$ cat src/rtl/if_fetch_unit.sv
// IF stage: owns the fetch PC, runs a single-outstanding req/gnt/rvalid
// fetch, and buffers responses in an output register plus a 1-entry skid.
module if_fetch_unit #(
  parameter logic [31:0] RESET_PC  = 32'h0000_0000,
  parameter logic [31:0] NOP_INSTR = 32'h0000_0013
) (
  input  logic        clk_i,
  input  logic        rst_i,
  input  logic        stall_i,
  input  logic        redirect_i,
  input  logic [31:0] redirect_pc_i,
  output logic        imem_req_o,
  output logic [31:0] imem_addr_o,
  input  logic        imem_gnt_i,
  input  logic        imem_rvalid_i,
  input  logic [31:0] imem_rdata_i,
  output logic        if_valid_o,
  output logic [31:0] if_instr_o,
  output logic [31:0] pc_o
);

  typedef enum logic [1:0] {
    IDLE = 2'd0,
    REQ  = 2'd1,
    WAIT = 2'd2
  } state_t;

  state_t      state_q, state_d;
  logic [31:0] fetch_pc_q, fetch_pc_d;
  logic [31:0] req_pc_q, req_pc_d;
  logic        out_valid_q, out_valid_d;
  logic [31:0] out_instr_q, out_instr_d;
  logic [31:0] out_pc_q, out_pc_d;
  logic        skid_valid_q, skid_valid_d;
  logic [31:0] skid_instr_q, skid_instr_d;
  logic [31:0] skid_pc_q, skid_pc_d;
  logic        discard_q, discard_d;
  logic        consume;

  assign consume = out_valid_q & ~stall_i;

  always_comb begin
    state_d      = state_q;
    fetch_pc_d   = fetch_pc_q;
    req_pc_d     = req_pc_q;
    out_valid_d  = out_valid_q;
    out_instr_d  = out_instr_q;
    out_pc_d     = out_pc_q;
    skid_valid_d = skid_valid_q;
    skid_instr_d = skid_instr_q;
    skid_pc_d    = skid_pc_q;
    discard_d    = discard_q;

    if (consume) begin
      if (skid_valid_q) begin
        out_instr_d  = skid_instr_q;
        out_pc_d     = skid_pc_q;
        skid_valid_d = 1'b0;
      end else begin
        out_valid_d = 1'b0;
      end
    end

    unique case (state_q)
      IDLE: begin
        if (!skid_valid_q) state_d = REQ;
      end
      REQ: begin
        if (imem_gnt_i) begin
          req_pc_d   = fetch_pc_q;
          fetch_pc_d = fetch_pc_q + 32'd4;
          state_d    = WAIT;
        end
      end
      WAIT: begin
        if (imem_rvalid_i) begin
          state_d = REQ;
          if (discard_q) begin
            discard_d = 1'b0;
          end else if (!out_valid_q || consume) begin
            out_valid_d = 1'b1;
            out_instr_d = imem_rdata_i;
            out_pc_d    = req_pc_q;
          end else begin
            skid_valid_d = 1'b1;
            skid_instr_d = imem_rdata_i;
            skid_pc_d    = req_pc_q;
            state_d      = IDLE;
          end
        end
      end
      default: state_d = IDLE;
    endcase

    // Redirect overrides everything above; in-flight work becomes wrong-path.
    if (redirect_i) begin
      out_valid_d  = 1'b0;
      skid_valid_d = 1'b0;
      fetch_pc_d   = redirect_pc_i & ~32'd3;
      unique case (state_q)
        IDLE: state_d = REQ;
        REQ: begin
          if (imem_gnt_i) begin
            state_d   = WAIT;
            discard_d = 1'b1;
          end else begin
            state_d = REQ;
          end
        end
        WAIT: begin
          if (imem_rvalid_i) begin
            state_d   = REQ;
            discard_d = 1'b0;
          end else begin
            discard_d = 1'b1;
          end
        end
        default: state_d = IDLE;
      endcase
    end
  end

  always_ff @(posedge clk_i or posedge rst_i) begin
    if (rst_i) begin
      state_q      <= IDLE;
      fetch_pc_q   <= RESET_PC;
      req_pc_q     <= RESET_PC;
      out_valid_q  <= 1'b0;
      out_instr_q  <= NOP_INSTR;
      out_pc_q     <= 32'd0;
      skid_valid_q <= 1'b0;
      skid_instr_q <= NOP_INSTR;
      skid_pc_q    <= 32'd0;
      discard_q    <= 1'b0;
    end else begin
      state_q      <= state_d;
      fetch_pc_q   <= fetch_pc_d;
      req_pc_q     <= req_pc_d;
      out_valid_q  <= out_valid_d;
      out_instr_q  <= out_instr_d;
      out_pc_q     <= out_pc_d;
      skid_valid_q <= skid_valid_d;
      skid_instr_q <= skid_instr_d;
      skid_pc_q    <= skid_pc_d;
      discard_q    <= discard_d;
    end
  end

  assign imem_req_o  = (state_q == REQ);
  assign imem_addr_o = fetch_pc_q;
  assign if_valid_o  = out_valid_q;
  assign if_instr_o  = out_valid_q ? out_instr_q : NOP_INSTR;
  assign pc_o        = out_valid_q ? out_pc_q : 32'd0;

endmodule

$ cat config.mk
export PLATFORM = sky130hd
export DESIGN_NAME = if_fetch_unit
export DESIGN_NICKNAME = d
export VERILOG_FILES = /design/src/rtl/if_fetch_unit.sv
export SDC_FILE = /design/constraint.sdc
export NUM_CORES = 1
export LEC_CHECK = 0
export CAP_MARGIN = 25
export CORE_AREA = 2 2 160 146
export CTS_BUF_LIST = sky130_fd_sc_hd__clkbuf_4
export DETAILED_ROUTE_END_ITERATION = 8
export DIE_AREA = 0 0 162 148
export GPL_ROUTABILITY_DRIVEN = 1
export GPL_TIMING_DRIVEN = 0
export PLACE_DENSITY_LB_ADDON = 0.25
export SYNTH_ARGS = -nofsm -noshare
export SYNTH_HDL_FRONTEND = slang
export SYNTH_SLANG_ARGS = --single-unit
$ cat constraint.sdc
create_clock -name clk_i -period 10 [get_ports clk_i]
set_input_delay 2.5 -clock clk_i [delete_from_list [all_inputs] [get_ports clk_i]]
set_output_delay 2.5 -clock clk_i [all_outputs]
set_load 0.005 [all_outputs]
==> results of run 1 <==
[final cells by class]
type / instances / area (µm²)
tap: 297 / 371.6
timing repair buffer: 163 / 1649
clock buffer: 20 / 150.1
inverter: 14 / 60.06
sequential: 191 / 4787
fill: 2058 / 11090
antenna: 1 / 2.502
clock inverter: 12 / 157.7
buffer: 50 / 202.7
multi-input combinational: 547 / 3776
[logic make-up after synthesis]
logic type | synth area share, %
DFF | 54.31
xor gates and xnor gates | 1.093
adders and majority gates | 0.7097
AOI/OAI and AO/OA | 8.233
buffers and inverters | 2.896
other | 0.04254
muxes | 17.76
and+or+nand+nor | 14.96
[layer usage]
| metal | GRT usage (%) | share of wire, % | routed length (µm) | up-vias |
|---|---|---|---|---|
| met5 | 0 | 0 | 0 | - |
| met3 | 3.283 | 4.9 | 1111 | 15 |
| met1 | 28.74 | 49 | 11190 | 3364 |
| met4 | 4.956 | 0.94 | 215 | 0 |
| li1 | - | - | - | 3178 |
| met2 | 29.21 | 45 | 10300 | 193 |
[flip-flops by register name (all words and copies together), names as in the netlist]
name and flops:
out_instr_q 32, out_pc_q 32, skid_instr_q 32, imem_addr_o 30, req_pc_q 30, skid_pc_q 30
state_q 2, discard_q 1, if_valid_o 1, skid_valid_q 1
[stage by stage]
| step | area [µm²] | setup TNS [ps] | total power (W) | std cells |
|---|---|---|---|---|
| after floorplan | 8818 | 0 | 0.001432 | 802 |
| after global placement | 10810 | -78110 | 0.001629 | 1261 |
| after detailed placement | 10850 | 0 | 0.001653 | 1262 |
| after CTS | 11150 | 0 | 0.002103 | 1294 |
| after global routing | 11160 | 0 | 0.002217 | 1295 |
| final | 11160 | 0 | 0.002084 | 1295 |
[power breakdown]
part	total (W)	switching [W]	internal, W
logic	0.000492	0.000237	0.000255
registers	0.00114	0.000147	0.000992
clock network	0.000452	0.000268	0.000184
[worst paths after layout]
path,startpoint,to,slack (ps),cells past startpoint
hold / removal,req_pc_q[19]$_DFFE_PP0P_,out_pc_q[19]$_DFF_PP0_,510,2
max in group asynchronous,rst_i,imem_addr_o[29]$_DFFE_PP0P_,6660,3
setup reg to reg,state_q[0]$_DFF_PP0_,out_pc_q[25]$_DFF_PP0_,7040,8
setup / recovery,if_valid_o$_DFF_PP0_,pc_o[20],4540,5
hold reg to reg,req_pc_q[19]$_DFFE_PP0P_,out_pc_q[19]$_DFF_PP0_,510,2
min in group asynchronous,rst_i,out_pc_q[8]$_DFF_PP0_,2400,2
[cell usage after synthesis, types with 5 or more instances]
library cell and n:
inv_1 13, a31oi_1 15, nor4_1 6, nor2_1 18, clkbuf_1 43, o21ai_0 85
or3_1 5, mux2_2 83, or4_1 8, mux2i_1 63, and2_1 63, and3_1 5
nand4_1 9, nand3_1 17, ha_1 5, dfrtp_1 185, a21oi_1 5, nand2_1 98
o31ai_1 10, nor3_1 5, xnor2_1 8, dfstp_2 6
[critical path, delay by kind of cell, from the launching register on]
| family | cells | cell delay [ps] |
|---|---|---|
| buf+inv | 4 | 1770 |
| simple gates | 1 | 270 |
| flops | 1 | 370 |
==> impl_results.md, run 1 <==
- Setup WS post-layout: 4545 ps
- Critical Path Sink Type: output port
- Cells along the critical path: clkbuf_1, clkbuf_1, clkbuf_1, and2_1, clkdlybuf4s50_1
- Die area: about 24,000 µm²
- Grt total ovfl: 0
- Gr usage total: 19.27%
- Final Skew: roughly 35 ps
- EDFF count, synth: 0
- Final core occ: about half
- Die W: around 160 µm
- Outcome: finished, final reports clean
- Most frequent cells in the layout: 185 x dfrtp_1, 162 x clkdlybuf4s50_1, 98 x nand2_1
- Htree depth: 4
- Slew Viols, Final: 0
- Core area: between 20,000 and 25,000 µm²
- Setup WS pre-CTS: 4687 ps
- TritonRoute pass-1 iters: 5
- Vert. Die Dim: roughly 150 µm
- Starting density of the core: 39.61%
- Antenna violations before repair: 1
- Finish-stage setup viols: 0
- Max_slew headroom: a little over a third
- Cts hold-fix bufs: 0
- # port buffers: around 160
- Share of post-route cells with drive strength above 1: a little over an eighth
- Leakage power: 5.091 nW
- Mapped Area: around 9000 µm²
- FMAX: 0.1833 GHz
- Area Overhead vs Synth: 26.57%
- CTS tree: yes
- Post-DP HPWL: approximately 16 mm
- Antenna Nets Post-Route: 0
- CP peak stage delay: 530 ps
- DR WL/cell: 17.62 µm
- RePlAce Congestion: 0.8296
- Setup CP Type: flip-flop to output port
- Ports: 168
- Synth Register Bits: 191
- Hold Worst Slack: between 500 and 600 ps
- Post-CTS setup buffers: 0
- Layout Nets: 1,059
- Ranking of synthesized cells by area: dfrtp_1 53%, mux2_2 11%, mux2i_1 7.2%
- Crit-path most repeated cell: clkbuf_1
- Final period utilization: between 50% and 60%
- Worst EP arrival: 2960 ps
- Critical Path Fanout Max: 10
- CP required: 7500 ps
- Worst-Skew Late Latency: about 570 ps
- Commonest non-fill, non-tap cell in the layout: dfrtp_1
- DRC: 0
- CP max-delay cell: clkdlybuf4s50_1
- Avg Vias per Cell: 5.212
- Post-CTS sizing: 0
- Mean post-synth cell area: 11.00 µm²
- Startpoint Class: flip-flop
- Max-cap violations: 0
- CTS max path bufs: 2
- Share of the synthesized area in the top cell type: 52.52%
- Unique masters post-synth: 46
- Min Tclk post-route: 5455 ps
- Clock Pin Slew Worst Setup and Hold Paths: about 170 ps
- CTS root buffer: clkbuf_4
- # clock sinks: around 190
- HP Class: flip-flop to flip-flop
- Detailed Route WL: about 23 mm
- Worst slew pin tran: between 900 and 1000 ps
- CTS Buf Count: 17
- First-pass GRT wire length: 36.14 mm
- VDD IR max: 0.09330 mV
- Vias in the first global route: 6,579
- YS warnings: 0
- Area leader, netlist: dfrtp_1
- Total vias in the final route: 6,750
- Fin. Hold Viols: 0
- Pin count of the biggest net entering global routing: 106
- Fraction of registers with async set/reset: between 90% and 100%
- Pwr/cell area: 186.8 nW/µm²
- Row cnt: 52
- Synth Flop Type: dfrtp_1
- Post-Synthesis Cells: 801
- RSZ-0062 raised after global routing: no
- Register area share after synthesis: between 50 and 60%
- 1st-iter DRT viols: 387
(Power assumes the default switching activity.)
==> inputs of run 2 (changes only) <==
==> constraint.sdc (replaced) <==
create_clock -name clk_i -period 5.6 [get_ports clk_i]
set_input_delay 1.4 -clock clk_i [delete_from_list [all_inputs] [get_ports clk_i]]
set_output_delay 1.4 -clock clk_i [all_outputs]
set_load 0.005 [all_outputs]
==> impl_results.md, run 2 (same netlist as run 1, synthesis figures left out) <==
- Final period utilization: 80.01%
- Top flop regs: out_instr_q (32), out_pc_q (32), skid_instr_q (32)
- Pin count of the biggest net entering global routing: 43 (-59%)
- HP Class: flip-flop to flip-flop
- Pwr Total: 0.003645 W (+75%)
- Outcome: finished, final reports clean
- Placement Cell Area: 10,920 µm² (+0.63%)
- FMAX: roughly 0.22 GHz
- Worst r2r src: state_q[0]$_DFF_PP0_
- Antenna violations before repair: 1 (unchanged)
- Setup CP Type: flip-flop to output port
- Slew Viols, Final: 0 (unchanged)
- 1st-iter DRT viols: 373 (-3.6%)
- Critical Path Sink Type: output port
- Layout Cells excl Fill: 1,299 (+0.31%)
- CTS max path bufs: 2 (unchanged)
- DR WL/cell: 17.43 µm (-1.1%)
- Pwr/cell area: 325.7 nW/µm² (+74%)
- Min-delay src: skid_instr_q[22]$_DFFE_PP0P_
- Most frequent cells in the layout: 185 x dfrtp_1, 162 x clkdlybuf4s50_1, 98 x nand2_1
- Antenna Nets Post-Route: 0 (unchanged)
- First-pass GRT wire length: 36.62 mm (+1.3%)
- Starting density of the core: 39.61% (unchanged)
- Fin. Hold Viols: 0 (unchanged)
- Cells along the critical path: clkbuf_1, clkbuf_1, clkbuf_1, and2_1, clkdlybuf4s50_1
- CTS tree: yes
- Post-route cell area: 11,190 µm² (+0.30%)
- Worst EP arrival: 3080 ps (+120 ps)
- TritonRoute pass-1 iters: 6 (+1)
- Inst Count DP: 1,266 (+0.32%)
- Final Skew: 27.96 ps (-7.195 ps)
- Max-cap violations: 0 (unchanged)
- Max_slew headroom: 41.42% (+5.6 points)
- CP required: 4200 ps (-3300 ps)
- Ports: 168 (unchanged)
- Detailed Route WL: 22.64 mm (-0.78%)
- Grt total ovfl: 0 (unchanged)
- Critical path launch point: if_valid_o$_DFF_PP0_
- CTS Buf Count: 17 (unchanged)
- CP max-delay cell: clkbuf_1
- Clock Pin Slew Worst Setup and Hold Paths: 160 ps (about the same)
- # clock sinks: 191 (unchanged)
- Hold Worst Slack: 525.0 ps (+18.23 ps)
- Min Tclk post-route: 4480 ps
- Core area: 22,250 µm² (unchanged)
- Layout fillers: 2,089 (+1.5%)
- Row cnt: 52 (unchanged)
- Worst-Skew Late Latency: 580 ps (about the same)
- Post-CTS sizing: 0 (unchanged)
- TNS Setup: 0 ps (unchanged)
- Die area: 23,980 µm² (unchanged)
- Share of post-route cells with drive strength above 1: 13.49% (+0.45 points)
- RSZ-0062 raised after global routing: no
- Vias in the first global route: 6,718 (+2.1%)
- CTS root buffer: clkbuf_4
- # port buffers: 162 (unchanged)
- DRC: 0 (unchanged)
- Area Overhead vs Synth: 26.95%
- Htree depth: 4 (unchanged)
- CP peak stage delay: 560 ps (+30 ps)
- Cts hold-fix bufs: 0 (unchanged)
- Leakage power: 5.104 nW (+0.26%)
- RePlAce Congestion: 0.8474 (+2.1%)
- Finish-stage setup viols: 0 (unchanged)
- Vert. Die Dim: 148 µm (unchanged)
- Total vias in the final route: 6,749 (-0.015%)
- Layout Nets: 1,063 (+0.38%)
- Gr usage total: 19.59% (+0.32 points)
- Worst slew pin tran: 870.7 ps (-92.42 ps)
- Startpoint Class: flip-flop
- Avg Vias per Cell: 5.196 (-0.32%)
- Crit-path most repeated cell: clkbuf_1
- Critical Path Fanout Max: 10 (unchanged)
- Commonest non-fill, non-tap cell in the layout: dfrtp_1
- VDD IR max: 0.1769 mV (+90%)
- Die W: 162 µm (unchanged)
- Post-DP HPWL: 16.40 mm (+2.9%)
- Post-CTS setup buffers: 0 (unchanged)
==> run 2: cell types whose count changed in the layout (fill, tap and decap cells not counted), sizes merged <==
cell    delta
clkbuf     -3
inv        +4
bufinv     -3
clkinv     +2
buf        +4
==> run 2: power breakdown <==
| part | leakage, nW | switching [W] | internal, W |
|---|---|---|---|
| Sequential | 2.43 | 0.000256 | 0.00177 |
| Combinational | 2.52 | 0.000428 | 0.000461 |
| Clock | 0.147 | 0.000529 | 0.000199 |
==> run 2: layout make-up <==
type	count	area, µm²	area share [%]
Antenna cell	1	2.502	0.02236
Sequential cell	191	4787	42.78
Timing Repair Buffer	167	1722	15.38
Tap cell	297	371.6	3.321
Clock inverter	15	145.1	1.297
Inverter	14	56.30	0.5031
Multi-Input combinational cell	547	3776	33.74
Buffer	50	202.7	1.811
Clock buffer	17	127.6	1.140
==> run 2: path summary, 6_finish.rpt <==
kind | slack (ps) | depth (start not counted) | end
worst max-delay path | 1120 | 5 | pc_o[20]
worst min-delay path | 520 | 1 | skid_instr_q[22]$_DFFE_PP0P_
worst max register to register | 2680 | 8 | out_pc_q[29]$_DFF_PP0_
worst min register to register | 520 | 1 | skid_instr_q[22]$_DFFE_PP0P_
max in group asynchronous | 3390 | 5 | skid_pc_q[23]$_DFFE_PP0P_
min in group asynchronous | 1180 | 2 | out_pc_q[8]$_DFF_PP0_
==> run 2: routing by layer <==
| metal | wire (µm) | vias to the layer above | part of all wire (%) | GRT usage, % |
|---|---|---|---|---|
| met1 | 10730 | 3326 | 47 | 28.39 |
| met4 | 231 | 0 | 1.0 | 4.779 |
| met5 | 0 | - | 0 | 0 |
| met3 | 1481 | 18 | 6.5 | 4.321 |
| li1 | - | 3194 | - | - |
| met2 | 10200 | 211 | 45 | 30.02 |
==> run 2: per-stage QoR <==
stage | utilization [%] | setup slack (ps)
after global routing | 50.29 | 891.3
final | 50.29 | 1120
after global placement | 48.61 | 111.4
after detailed placement | 49.06 | 1375
after CTS | 50.28 | 1053
after floorplan | - | 1742
==> run 2: critical path, delay by kind of cell, from the launching register on <==
kind	cells	cell delay (ps)
flops	1	380
buf+inv	4	1870
simple gates	1	270
==> inputs of run 3 (changes only) <==
==> constraint.sdc (replaced) <==
create_clock -name clk_i -period 3.8 [get_ports clk_i]
set_input_delay 0.95 -clock clk_i [delete_from_list [all_inputs] [get_ports clk_i]]
set_output_delay 0.95 -clock clk_i [all_outputs]
set_load 0.005 [all_outputs]
==> impl_results.md, run 3 (same netlist as run 1, synthesis figures left out) <==
- # clock sinks: 191 (unchanged)
- Min-delay src: skid_instr_q[22]$_DFFE_PP0P_
- Grt total ovfl: 0 (unchanged)
- Antenna Nets Post-Route: 0 (unchanged)
- Avg Vias per Cell: 5.216 (+0.40%)
- Startpoint Class: flip-flop
- Most frequent cells in the layout: 185 x dfrtp_1, 162 x clkdlybuf4s50_1, 98 x nand2_1
- FMAX: between 0.2 and 0.3 GHz
- Share of post-route cells with drive strength above 1: 13.90% (+0.41 points)
- Post-route cell area: 11,190 µm² (about the same)
- Pin count of the biggest net entering global routing: 43 (unchanged)
- VDD IR max: 0.2618 mV (+48%)
- Critical Path Fanout Max: 10 (unchanged)
- Slew Viols, Final: 0 (unchanged)
- Max-cap violations: 0 (unchanged)
- Post-DP HPWL: 16.40 mm (unchanged)
- Top flop regs: out_instr_q (32), out_pc_q (32), skid_instr_q (32)
- Total vias in the final route: 6,776 (+0.40%)
- Internal power: 0.003584 W (+47%)
- Max_slew headroom: 43.76% (+2.3 points)
- RePlAce Congestion: 0.8474 (unchanged)
- Vert. Die Dim: 148 µm (unchanged)
- # port buffers: 162 (unchanged)
- Pwr Total: 0.005378 W (+48%)
- TNS Setup: 0 ps (unchanged)
- Die W: 162 µm (unchanged)
- TritonRoute pass-1 iters: 5 (-1)
- CTS tree: yes
- Setup WS post-layout: 290.1 ps (-829.6 ps)
- Clock Pin Slew Worst Setup and Hold Paths: 170 ps (about the same)
- Layout Nets: 1,062 (-0.094%)
- Post-CTS setup buffers: 0 (unchanged)
- Comb power frac: 24.4% (about the same)
- Htree depth: 4 (unchanged)
- Leakage power: 5.117 nW (+0.26%)
- Switching power: 0.001794 W (+48%)
- Worst-Skew Late Latency: 580 ps (about the same)
- Register Area: 4787 µm² (unchanged)
- Setup WS pre-CTS: 25.14 ps (-1350 ps)
- Commonest non-fill, non-tap cell in the layout: dfrtp_1
- Area of the multi-input gates: 3776 µm² (unchanged)
- Sw Ratio: 33.36% (+0.064 points)
- CTS root buffer: clkbuf_4
- Seq pwr share: 55.6% (about the same)
- Starting density of the core: 39.61% (unchanged)
- First-pass GRT wire length: 36.63 mm (about the same)
- Vias in the first global route: 6,725 (+0.10%)
- Placement Cell Area: 10,920 µm² (unchanged)
- Layout fillers: 2,089 (unchanged)
- Area Overhead vs Synth: 27.00% (about the same)
- Finish-stage setup viols: 0 (unchanged)
- RSZ-0062 raised after global routing: no
- Antenna violations before repair: 1 (unchanged)
- Gr usage total: 19.60% (about the same)
- Worst slew pin tran: 835.9 ps (-34.82 ps)
- Row cnt: 52 (unchanged)
- DR WL/cell: 17.51 µm (+0.45%)
- Worst EP arrival: 2560 ps (-520 ps)
- Ports: 168 (unchanged)
- Critical Path Sink Type: output port
- Min Tclk post-route: 3510 ps
- 1st-iter DRT viols: 423 (+13%)
- Outcome: finished, final reports clean
- CP required: 2850 ps (-1350 ps)
- Pwr/cell area: 480.4 nW/µm² (+47%)
- Die area: 23,980 µm² (unchanged)
- Setup CP Type: flip-flop to output port
- CTS Buf Count: 17 (unchanged)
- Final period utilization: slightly above 90%
- HP Class: flip-flop to flip-flop
- Final Skew: 22.24 ps (-5.714 ps)
- Core area: 22,250 µm² (unchanged)
- Clock share of power: 20.0% (about the same)
- Critical path launch point: if_valid_o$_DFF_PP0_
- DRC: 0 (unchanged)
- CTS max path bufs: 2 (unchanged)
- Detailed Route WL: 22.74 mm (+0.45%)
- Fin. Hold Viols: 0 (unchanged)
- Worst r2r src: state_q[0]$_DFF_PP0_
[run 3: worst paths after layout]
check	to	slack [ps]	cells past startpoint
worst max-delay path	pc_o[20]	290	4
worst min-delay path	skid_instr_q[22]$_DFFE_PP0P_	520	1
worst max register to register	out_pc_q[29]$_DFF_PP0_	860	8
worst min register to register	skid_instr_q[22]$_DFFE_PP0P_	520	1
max in group asynchronous	skid_pc_q[25]$_DFFE_PP0P_	2040	5
min in group asynchronous	out_pc_q[8]$_DFF_PP0_	730	2
[run 3: power by group through the flow]
stage	Sequential, W	Clock [W]	Combinational, W
floorplan	0.00290	0	0.000866
global placement	0.00303	0	0.00126
detailed placement	0.00304	0	0.00132
CTS	0.00299	0.00111	0.00133
global route	0.00308	0.00118	0.00148
finish	0.00299	0.00108	0.00131
[run 3: layer usage]
metal	track usage, %	up-vias	routed length, µm
li1	-	3197	-
met1	28.52	3356	11030
met2	29.94	201	10190
met3	4.125	22	1259
met4	5.044	0	267
met5	0	-	0
[run 3: final cells by class]
class / instances / share of cell area (%)
well taps: 297 / 3.320
inverters: 14 / 0.5030
plain buffers: 49 / 1.822
diodes: 2 / 0.04471
repair buffers: 167 / 15.38
clock buffers: 17 / 1.140
multi-input cells: 547 / 33.73
clock inverters: 15 / 1.297
flip-flops and latches: 191 / 42.76
[run 3: critical path: stages, from the launching register on]
cell and delay [ps]:
dfrtp_1 550, buf_2 350, clkbuf_2 320, and2_1 240
clkdlybuf4s50_1 530
[run 3: what timing repair did]
| action | 4_1_cts | 5_1_grt |
|---|---|---|
| setup endpoints to repair | 30 | 17 |
| pin swaps | 0 | 0 |
| hold buffers | 0 | 0 |
| gates resized for setup | 3 | 3 |
[run 3: stage by stage]
step	instances	util, %	hold WS (ps)
2_1_floorplan	802	-	460.4
3_3_place_gp	1261	48.61	482.1
3_5_place_dp	1266	49.06	490.1
4_1_cts	1298	50.30	526.0
5_1_grt	1298	50.30	537.8
6_report	1299	50.31	524.0
